===== config.mk =====
export PLATFORM = sky130hd
export DESIGN_NAME = to_dec_ascii
export DESIGN_NICKNAME = d
export VERILOG_FILES = /design/src/rtl/to_dec_ascii.sv
export SDC_FILE = /design/constraint.sdc
export NUM_CORES = 1
export LEC_CHECK = 0
export BUFFER_PORTS_ARGS = -buffer_cell sky130_fd_sc_hd__buf_2
export CELL_PAD_IN_SITES_DETAIL_PLACEMENT = 1
export CELL_PAD_IN_SITES_GLOBAL_PLACEMENT = 1
export CORE_MARGIN = 5
export CORE_UTILIZATION = 44
export CTS_CLUSTER_SIZE = 8
export DETAILED_ROUTE_END_ITERATION = 12
export GPL_ROUTABILITY_DRIVEN = 0
export PLACE_DENSITY_LB_ADDON = 0.1
export SLEW_MARGIN = 20
export SYNTH_ARGS = -nofsm -noshare
export SYNTH_HDL_FRONTEND = slang
export SYNTH_SLANG_ARGS = --single-unit

===== constraint.sdc =====
create_clock -name clk -period 2.69 [get_ports clk]
set_clock_uncertainty 0.2 [all_clocks]
set_input_delay 0 -clock clk [delete_from_list [all_inputs] [get_ports clk]]
set_output_delay 0 -clock clk [all_outputs]
set_load 0.01 [all_outputs]

===== src/rtl/to_dec_ascii.sv =====
// Sequential binary-to-decimal ASCII converter: double-dabble engine (one bit per cycle)
// with optional signed input, leading-zero blanking and saturating overflow detection.
module to_dec_ascii #(
    parameter int WIDTH         = 16,
    parameter int DIGITS        = 5,
    parameter int SIGNED        = 0,
    parameter int BLANK_LEADING = 1
) (
    input  logic                  clk,
    input  logic                  rst_n,
    input  logic                  start,
    input  logic [WIDTH-1:0]      value,
    output logic                  busy,
    output logic                  done,
    output logic [8*DIGITS-1:0]   digits_ascii,
    output logic [7:0]            sign_char,
    output logic                  overflow,
    output logic [1:0]            state_dbg
);

    localparam int BCD_W  = 4 * DIGITS;
    localparam int STEP_W = (WIDTH > 1) ? $clog2(WIDTH) : 1;

    localparam logic [7:0] CH_SPACE = 8'h20;
    localparam logic [7:0] CH_MINUS = 8'h2D;
    localparam logic [7:0] CH_ZERO  = 8'h30;
    localparam logic [7:0] CH_NINE  = 8'h39;

    typedef enum logic [1:0] {
        S_IDLE    = 2'd0,
        S_CONVERT = 2'd1,
        S_FORMAT  = 2'd2
    } state_t;

    // Handshake: start is sampled only in S_IDLE and is never queued; busy is high for
    // exactly the WIDTH shift cycles; done pulses for one cycle with fresh outputs, and
    // digits_ascii/sign_char/overflow then hold until the next done.

    state_t                state_q, state_d;
    logic [WIDTH-1:0]      mag_q, mag_d;
    logic [BCD_W-1:0]      bcd_q, bcd_d;
    logic [STEP_W-1:0]     step_q, step_d;
    logic                  neg_q, neg_d;
    logic                  ovf_sticky_q, ovf_sticky_d;
    logic                  done_q, done_d;
    logic [8*DIGITS-1:0]   digits_q, digits_d;
    logic [7:0]            sign_q, sign_d;
    logic                  ovf_q, ovf_d;

    logic                  value_neg;
    logic [WIDTH-1:0]      mag_in;
    logic [BCD_W-1:0]      bcd_adj;
    logic [8*DIGITS-1:0]   text_fmt;
    logic                  seen_nz;
    logic [3:0]            nib;

    // Two's-complement negate is exact in WIDTH unsigned bits, including -2^(WIDTH-1).
    assign value_neg = (SIGNED != 0) && value[WIDTH-1];
    assign mag_in    = value_neg ? (~value + WIDTH'(1)) : value;

    always_comb begin
        bcd_adj = bcd_q;
        for (int i = 0; i < DIGITS; i++) begin
            if (bcd_q[4*i +: 4] >= 4'd5) begin
                bcd_adj[4*i +: 4] = bcd_q[4*i +: 4] + 4'd3;
            end
        end
    end

    // Zeros above the first nonzero nibble become spaces; the units digit always prints.
    always_comb begin
        text_fmt = '0;
        seen_nz  = 1'b0;
        nib      = 4'h0;
        for (int i = DIGITS - 1; i >= 0; i--) begin
            nib = bcd_q[4*i +: 4];
            if ((nib != 4'h0) || (i == 0)) begin
                seen_nz = 1'b1;
            end
            if ((BLANK_LEADING != 0) && !seen_nz) begin
                text_fmt[8*i +: 8] = CH_SPACE;
            end else begin
                text_fmt[8*i +: 8] = CH_ZERO | {4'h0, nib};
            end
        end
    end

    always_comb begin
        state_d      = state_q;
        mag_d        = mag_q;
        bcd_d        = bcd_q;
        step_d       = step_q;
        neg_d        = neg_q;
        ovf_sticky_d = ovf_sticky_q;
        done_d       = 1'b0;
        digits_d     = digits_q;
        sign_d       = sign_q;
        ovf_d        = ovf_q;

        case (state_q)
            S_IDLE: begin
                if (start) begin
                    mag_d        = mag_in;
                    neg_d        = value_neg;
                    bcd_d        = '0;
                    step_d       = '0;
                    ovf_sticky_d = 1'b0;
                    state_d      = S_CONVERT;
                end
            end
            S_CONVERT: begin
                // A set top bit after add-3 would be shifted out: the result needs DIGITS+1 digits.
                if (bcd_adj[BCD_W-1]) begin
                    ovf_sticky_d = 1'b1;
                end
                bcd_d  = {bcd_adj[BCD_W-2:0], mag_q[WIDTH-1]};
                mag_d  = {mag_q[WIDTH-2:0], 1'b0};
                step_d = step_q + STEP_W'(1);
                if (step_q == STEP_W'(WIDTH - 1)) begin
                    state_d = S_FORMAT;
                end
            end
            S_FORMAT: begin
                done_d   = 1'b1;
                ovf_d    = ovf_sticky_q;
                digits_d = ovf_sticky_q ? {DIGITS{CH_NINE}} : text_fmt;
                sign_d   = ((SIGNED != 0) && neg_q) ? CH_MINUS : CH_SPACE;
                state_d  = S_IDLE;
            end
            default: begin
                state_d = S_IDLE;
            end
        endcase
    end

    always_ff @(posedge clk) begin
        if (!rst_n) begin
            state_q      <= S_IDLE;
            mag_q        <= '0;
            bcd_q        <= '0;
            step_q       <= '0;
            neg_q        <= 1'b0;
            ovf_sticky_q <= 1'b0;
            done_q       <= 1'b0;
            digits_q     <= {DIGITS{CH_ZERO}};
            sign_q       <= CH_SPACE;
            ovf_q        <= 1'b0;
        end else begin
            state_q      <= state_d;
            mag_q        <= mag_d;
            bcd_q        <= bcd_d;
            step_q       <= step_d;
            neg_q        <= neg_d;
            ovf_sticky_q <= ovf_sticky_d;
            done_q       <= done_d;
            digits_q     <= digits_d;
            sign_q       <= sign_d;
            ovf_q        <= ovf_d;
        end
    end

    assign busy         = (state_q == S_CONVERT);
    assign done         = done_q;
    assign digits_ascii = digits_q;
    assign sign_char    = sign_q;
    assign overflow     = ovf_q;
    assign state_dbg    = state_q;

endmodule


Word level (Yosys, flattened, before mapping)
Cells that the tools add are included.
- input port bits: 19
- flip-flop bits (word level): 85
- output and inout port bits: 53
- word-level logic and storage cells: 61
- equal/unequal tests: 6
- order comparisons: 5
- mux-type cells: 27
- add/sub/neg operators: 6
- reductions and logical operators: 9
- operators by type and width (kind ; count):
    20-bit one-hot mux with 2 select lines ; 1
    37-bit two-way mux ; 1
    16-bit one-hot mux with 2 select lines ; 1
    4-bit two-way mux ; 6
    4-bit by 2-bit adder with 4-bit output (second input constant) ; 5
    4-bit by 3-bit >= comparator with 1-bit output (second input constant) ; 5
    20-bit two-way mux ; 1
    5-bit two-way mux ; 4
    16-bit two-way mux ; 1
    4-bit nonzero test ; 4
    4-bit one-hot mux with 2 select lines ; 1
    1-bit two-way mux ; 7
    4-bit by 1-bit adder with 4-bit output (second input constant) ; 1
    4-bit == test (second input constant) ; 1
    2-bit two-way mux ; 2
    2-bit by 1-bit inequality test with 1-bit output (second input constant) ; 2
    2-bit one-hot mux with 2 select lines ; 1
    2-bit AND reduction ; 2
    3-bit AND reduction ; 1
    2-bit by 1-bit == test with 1-bit output (second input constant) ; 1
    2-bit == test (second input constant) ; 1
    2-bit zero test ; 1
    2-bit inequality test (second input constant) ; 1
    1-bit one-hot mux with 2 select lines ; 1
    2-bit nonzero test ; 1

Longest topological paths before layout
Gate-level depths: netlist of run 1.
- depth in word-level cells: 7
- depth in mapped cells: 6
- mapped depth without buffers: 5

Worst setup path after synthesis of run 1
OpenSTA, ideal clock, no wires.
- path kind: flip-flop to flip-flop
- start: register bcd_q[16]
- end: register digits_q[8] (netlist: digits_ascii[8])
- slack: 0.923 ns
- setup time: 0.130 ns
- required time: 2.360 ns
- path buffers: 1
- arrival time: 1.437 ns
- stages on the path, launching flop included: 7
- period minus slack after synthesis: 1.767 ns
- cell sequence: dfxtp_1 -> inv_1 -> ha_1 -> or3b_1 -> buf_2 -> nor4_2 -> o22ai_1
- word-level cells in the longest chain between the ends: 7
- ends and longest elaborated chain (element ; RTL line ; RTL):
    start, declared ; 41 ; logic [BCD_W-1:0] bcd_q, bcd_d;
    start signal, assigned ; 140 ; bcd_q <= '0;
    start signal, assigned ; 151 ; bcd_q <= bcd_d;
    4-bit nonzero test ; 77 ; if ((nib != 4'h0) || (i == 0)) begin
    1-bit two-way mux (4 in a row) ; 77 ;
    5-bit two-way mux ; 80 ; if ((BLANK_LEADING != 0) && !seen_nz) begin
    37-bit two-way mux ; 126 ; digits_d = ovf_sticky_q ? {DIGITS{CH_NINE}} : text_fmt;
    end signal, assigned ; 145 ; digits_q <= {DIGITS{CH_ZERO}};
    end signal, assigned ; 156 ; digits_q <= digits_d;
    end, declared ; 46 ; logic [8*DIGITS-1:0] digits_q, digits_d;
No other way between the ends.
A chain may end at the register's enable or synchronous reset.

Worst setup path after layout of run 1
- start: register state_q[1] (netlist: state_dbg[1])
- end: register mag_q[0]
- word-level cells in the longest chain between the ends: 3
- elaborated cells on any way between the ends: 6
- those cells by class: eq/ne (2); mux (1); reduce/logical (3)
- ends and longest elaborated chain (element ; RTL line ; RTL):
    start, declared ; 39 ; state_t state_q, state_d;
    start signal, assigned ; 149 ; state_q <= state_d;
    2-bit by 1-bit == test with 1-bit output / 2-bit zero test (equally long branches) ; 100 ; case (state_q)
    2-bit nonzero test (no source line) / 2-bit inequality test (equally long branches) ; n/a ;
    2-bit AND reduction (no source line) ; n/a ;
    end signal, assigned ; 150 ; mag_q <= mag_d;
    end, declared ; 40 ; logic [WIDTH-1:0] mag_q, mag_d;
Several ways; a longest one is shown, not always the timed one.

==> results of run 1 <==
==> timing repair <==
action                    4_1_cts  5_1_grt
hold endpoints to repair       27        0
gates resized for setup         0        0
hold buffers                   20        0
==> metal layers <==
layer,track usage (%),vias to the layer above
met5,0,-
met4,5.181,0
met3,4.656,8
met2,33.61,70
met1,27.51,1553
li1,-,1567
==> cell type report <==
| type | count | area (µm²) |
|---|---|---|
| Clock buffer | 10 | 137.6 |
| Clock inverter | 6 | 86.33 |
| Fill cell | 962 | 3657 |
| Inverter | 13 | 48.80 |
| Multi-Input combinational cell | 303 | 1851 |
| Sequential cell | 69 | 1381 |
| Tap cell | 102 | 127.6 |
| Timing Repair Buffer | 78 | 518.0 |
==> flip-flops by register name (all words and copies together) (netlist names) <==
name          count
digits_ascii     24
bcd_q            20
ovf_sticky_q      1
mag_q            16
state_dbg         2
overflow          1
done              1
step_q            4
==> layout by cell type (no fill, tap or decap), drive strengths merged, types with 9 or more instances in the layout <==
cell type / n
nor2: 30
a21oi: 35
conb: 24
dlygate4sd3: 20
nand2: 45
ha: 14
a311oi: 16
nand2b: 9
dfxtp: 69
inv: 13
nand3: 25
o21ai: 23
a2111o: 10
o211ai: 11
clkbuf: 10
buf: 58
==> power by group <==
group | total [mW] | switching [mW] | internal [mW]
combinational | 0.186 | 0.116 | 0.0703
sequential | 1.06 | 0.0159 | 1.05
clock | 0.953 | 0.408 | 0.545
==> per-stage QoR <==
step / utilization (%) / area (µm²)
after floorplan: - / 3654
after global placement: 47.72 / 3726
after detailed placement: 47.72 / 3726
after CTS: 53.16 / 4150
after global routing: 53.16 / 4150
final: 53.16 / 4150
==> logic make-up (layout without fill, tap and decap cells) <==
group / count (synthesis) / count (layout)
other cells: 2 / 24
simple gates: 154 / 154
xor+xnor: 1 / 1
buf+inv: 74 / 107
compound gates: 109 / 109
fa+ha+maj: 14 / 14
flops: 69 / 69
mux: 1 / 1
==> worst max-delay path, cell delays in order, from the launching register on <==
cell,delay (ns)
dfxtp_1,0.41
nand3b_1,0.20
dlygate4sd3_1,0.56
a21o_1,0.18
dlygate4sd3_1,0.55
a21oi_1,0.11
==> worst min path at each step <==
stage / slack (ns) / cells after the start / end
after global routing: 0.27 / 4 / mag_q[2]
after detailed placement: 0.08 / 3 / mag_q[10]
after CTS: 0.25 / 4 / mag_q[13]
after floorplan: -0.04 / 2 / mag_q[7]
after global placement: 0.07 / 3 / mag_q[11]
final: 0.25 / 2 / digits_ascii[27]
==> results.py, run 1 <==
metrics = {
    "worst_setup_path": {
        "crit_path_end_kind": "register",
        "crit_end": "mag_q[0]",
        "worstSetupStartpointType": "register",
        "required_ns": 2.77,
        "crit_arrival_ns": 2.35,
        "setup.worst_path.start": "state_dbg[1]",
        "worst_r2r_endpoint": "mag_q[0]",
        "cp_max_fo": 9,
        "ff2ff_path_depth": 5,
        "reg2reg_slack_ns": 0.42,
        "crit_type": "register to register",
        "worst_r2r_startpoint": "state_dbg[1]",
    },
    "die": {
        "dieArea_um2": 10020,
        "die_x_um": 100.1,
        "io_pins": 72,
        "core_um2": 7807,
        "rows": 32,
        "fp.dieH_um": 100.1,
        "start_util_pct": 45.74,
    },
    "routing": {
        "wl_met2_mm": 4.679,
        "vias": 3198,
        "top_layer": "met4",
        "wl_met3_um": 534,
        "first_pass_iters": 4,
        "drt_iter0_drc": 166,
        "wl_met1_mm": 4.654,
        "drc_errors": 0,
        "wl_per_cell_um": 17.17,
        "ant_nets": 0,
        "via_per_inst": 5.504,
        "wl_mm": 9.975,
    },
    "sta": {
        "setup_ws_ns": 0.4189,
        "rsz0062_at_grt": "no",
        "maxSlewHeadroom_pct": 46.32,
        "finalCritPeriodShare_pct": 84.43,
        "whs_ns": 0.2538,
        "setup_viol": 0,
        "maxSlewViolCount": 0,
        "worstMarginPinSlew_ns": 0.8036,
        "hold_viol": 0,
        "fin_setup_tns_ns": 0,
        "max_clock_freq_mhz": 440.3,
        "min_period_ns": 2.271,
    },
    "min_path": {
        "hp-class": "register to register",
        "min_from": "digits_ascii[27]",
    },
    "clocking": {
        "insertion_delay_ns": 0.35,
        "postCtsSetupBuffers": 0,
        "cts_inserted_buffers": 9,
        "ctsHtreeMaxLevel": 3,
        "cts_tree": "yes",
        "cts_num_sinks": 69,
        "clkTransAtPathRegs_ns": 0.08,
        "root_buffer": "clkbuf_8",
        "clockBufferDepth": 2,
    },
    "power_and_ir_drop": {
        "leakage_nw": 1.634,
        "power_per_cell_area_nw_per_um2": 530.1,
        "report.power.total_mw": 2.200,
        "irDropWorstVdd_mv": 0.2089,
    },
    "grt": {
        "grt_max_degree": 34,
        "antenna_found_initial": 0,
        "grt_usage_pct": 20.55,
        "grt_overflow_total": 0,
        "grt_pass1_wl_mm": 16.54,
        "grt_pass1_vias": 3293,
    },
    "synthesis": {
        "yosysTopAreaCell": "dfxtp_1",
        "synth_top_family_by_area": "simple AND/OR/NAND/NOR gates",
        "synthMuxAreaShare_pct": 0.2803,
        "syn_area_per_cell_um2": 8.422,
        "synthAdderAreaFrac_pct": 4.905,
        "yosys.area_share.simple_pct": 23.20,
        "synth.top_cell.area_share_pct": 38.68,
        "synth_compound_area_share_pct": 20.67,
        "synth_edf_count": 0,
        "netlist_area_um2": 3571,
        "yosys-top-cells-count": "dfxtp_1, nand2_1, a21oi_1",
        "async_flop_share_pct": 0,
        "syn_inst": 424,
        "ys_types": 49,
        "synth_seq_cells": 69,
        "synthTopCellsByArea": "dfxtp_1, buf_4, a21oi_1",
        "synth.most_common_cell": "dfxtp_1",
        "synth_ff_type": "dfxtp_1",
        "ys_warn_count": 0,
        "ys_seq_area_share_pct": 38.68,
        "synthXorXnorAreaFrac_pct": 0.2453,
    },
    "layout": {
        "synthToLayoutAreaGrowth_pct": 16.22,
        "n_antenna_cell": 0,
        "nets": 507,
        "layout-drive-gt1-share_pct": 17.75,
        "finalNonFillerCells": 581,
    },
    "place": {
        "place_ws_ns": 0.7044,
        "dp_hpwl_mm": 6.828,
        "place_inst": 545,
        "port_buffers": 47,
    },
    "outcome": {
        "outcome": "complete, no violations",
    },
    "job": {
        "drv_cap": 0,
    },
}
Note: power is estimated with default switching activity, not from simulation.
==> run 2, diff against run 1 <==
CORE_UTILIZATION = 37   (was 44)
clock period = 1.8 ns   (was 2.69 ns; I/O delays follow)
==> run 2 against run 1 <==
  * Sequential cell count did not move
  * Worst setup slack lost 0.38 ns
  * Routed wire length grew 5.7%
  * Sequential power rose by 49%
  * Highest routed layer unchanged
  * Count of clock-buffer cells in the layout grew 1
  * Combinational power increased by 60%
  * Hold slack lost 0.0043 ns
==> results.py, run 2 (synthesis gave the netlist of run 1 again) <==
metrics = {
    "power_and_ir_drop": {
        "irDropWorstVdd_mv": 0.2877,
        "power_per_cell_area_nw_per_um2": 747.2,
        "swShare_pct": 24.65,
        "p_sw_mw": 0.8311,
        "power_frac_comb_pct": 8.9,
        "power_frac_seq_pct": 47.0,
        "pwr-share-clk_pct": 44.1,
        "leakage_nw": 1.803,
        "p_int_mw": 2.540,
    },
    "layout": {
        "synthToLayoutAreaGrowth_pct": 26.35,
        "fin_area_um2": 4512,
        "mostFrequentLayoutCell": "dfxtp_1",
        "largest_reg_flops": 24,
        "layout-drive-gt1-share_pct": 25.30,
        "n_antenna_cell": 0,
        "nets": 534,
        "final_cell_mix": "dfxtp_1, buf_2, nand2_1",
    },
    "clocking": {
        "root_buffer": "clkbuf_8",
        "clockBufferDepth": 2,
        "insertion_delay_ns": 0.35,
        "clkTransAtPathRegs_ns": 0.08,
        "cts_inserted_buffers": 9,
        "ctsHtreeMaxLevel": 3,
        "cts_num_sinks": 69,
        "cts_tree": "yes",
    },
    "routing": {
        "drt_iter0_drc": 93,
        "via_per_inst": 5.107,
        "vias": 3243,
        "ant_nets": 0,
        "drc_errors": 0,
        "wl_per_cell_um": 16.61,
        "first_pass_iters": 4,
        "wl_mm": 10.55,
    },
    "worst_setup_path": {
        "required_ns": 1.83,
        "crit_arrival_ns": 1.79,
        "slowest_stage": "or4b_4",
        "worstSetupStartpointType": "register",
        "cp_max_fo": 4,
        "cp_cell_sequence": "inv_1 > ha_2 > or4b_4 > nor4_4 > o21ai_1",
        "cpPeakStageDelay_ns": 0.52,
        "path_buf_inv": 1,
        "cpLargestDelayFamily": "simple AND/OR/NAND/NOR gates",
        "crit_type": "register to register",
        "crit_path_end_kind": "register",
    },
    "sta": {
        "setup_ws_ns": 0.04009,
        "maxSlewViolCount": 0,
        "setup_viol": 0,
        "min_period_ns": 1.760,
        "finalCritPeriodShare_pct": 97.77,
        "max_clock_freq_mhz": 568.2,
        "hold_viol": 0,
        "rsz0062_at_grt": "yes",
    },
    "place": {
        "port_buffers": 47,
        "place_area_um2": 3998,
        "dp_hpwl_mm": 7.147,
        "place_ws_ns": -0.07491,
    },
    "grt": {
        "grt_overflow_total": 0,
        "grt_pass1_wl_mm": 16.67,
        "grt_pass1_vias": 3231,
        "grt_usage_pct": 17.93,
        "grt_max_degree": 31,
        "antenna_found_initial": 0,
    },
    "die": {
        "rows": 35,
        "dieArea_um2": 11720,
        "fp.dieH_um": 108.2,
        "start_util_pct": 38.28,
        "die_x_um": 108.2,
        "core_um2": 9328,
        "io_pins": 72,
    },
    "outcome": {
        "outcome": "complete, no violations",
    },
    "min_path": {
        "hp-class": "register to register",
    },
    "job": {
        "drv_cap": 0,
    },
}
-- run 2: final cells by class --
class | instances | area [µm²]
Timing Repair Buffer | 105 | 765.7
Sequential cell | 69 | 1388
Multi-Input combinational cell | 303 | 1916
Fill cell | 1142 | 4816
Inverter | 13 | 48.80
Tap cell | 129 | 161.4
Clock inverter | 5 | 81.33
Clock buffer | 11 | 151.4
-- run 2: worst paths after layout --
kind                          from                to  slack, ns  cells after the start
setup / recovery         bcd_q[13]  digits_ascii[20]       0.04                      5
hold / removal    digits_ascii[25]  digits_ascii[25]       0.25                      2
setup reg to reg         bcd_q[13]  digits_ascii[20]       0.04                      5
hold reg to reg   digits_ascii[25]  digits_ascii[25]       0.25                      2
-- run 2: power by group through the flow --
stage | registers (mW) | clock network (mW) | logic [mW]
after floorplan | 1.61 | 0 | 0.217
after global placement | 1.62 | 0 | 0.261
after detailed placement | 1.62 | 0 | 0.265
after CTS | 1.58 | 1.54 | 0.299
after global routing | 1.59 | 1.59 | 0.331
final | 1.58 | 1.49 | 0.298
-- run 2: metrics by stage --
stage	TNS [ns]	power, mW	hold slack [ns]	std cells	utilization [%]
detailed placement	-0.1285	1.886	0.07500	597	42.86
CTS	-0.003615	3.420	0.2447	633	47.62
finish	0	3.371	0.2495	635	48.37
global route	-0.1384	3.511	0.2689	635	48.37
floorplan	0	1.830	-0.03752	446	-
global placement	0	1.881	0.07148	597	42.86
-- run 2: timing repair --
| item | 4_1_cts | 5_1_grt |
|---|---|---|
| buffers inserted | 1 | 3 |
| gates resized for setup | 3 | 16 |
| hold buffers | 19 | 0 |
| pin swaps | 1 | 3 |
| setup endpoints to repair | 5 | 32 |
| hold endpoints to repair | 29 | 0 |
-- run 2: tightest hold or removal path, cell delays in order, from the launching register on --
cell and delay, ns:
dfxtp_1 0.31, nand2_1 0.05, a21oi_1 0.05
-- run 2: layer usage --
layer  GRT usage [%]  routed length (µm)
met2           28.64                4803
met4           5.500                 123
met1           25.07                5282
met5               0                   0
met3           2.507                 336
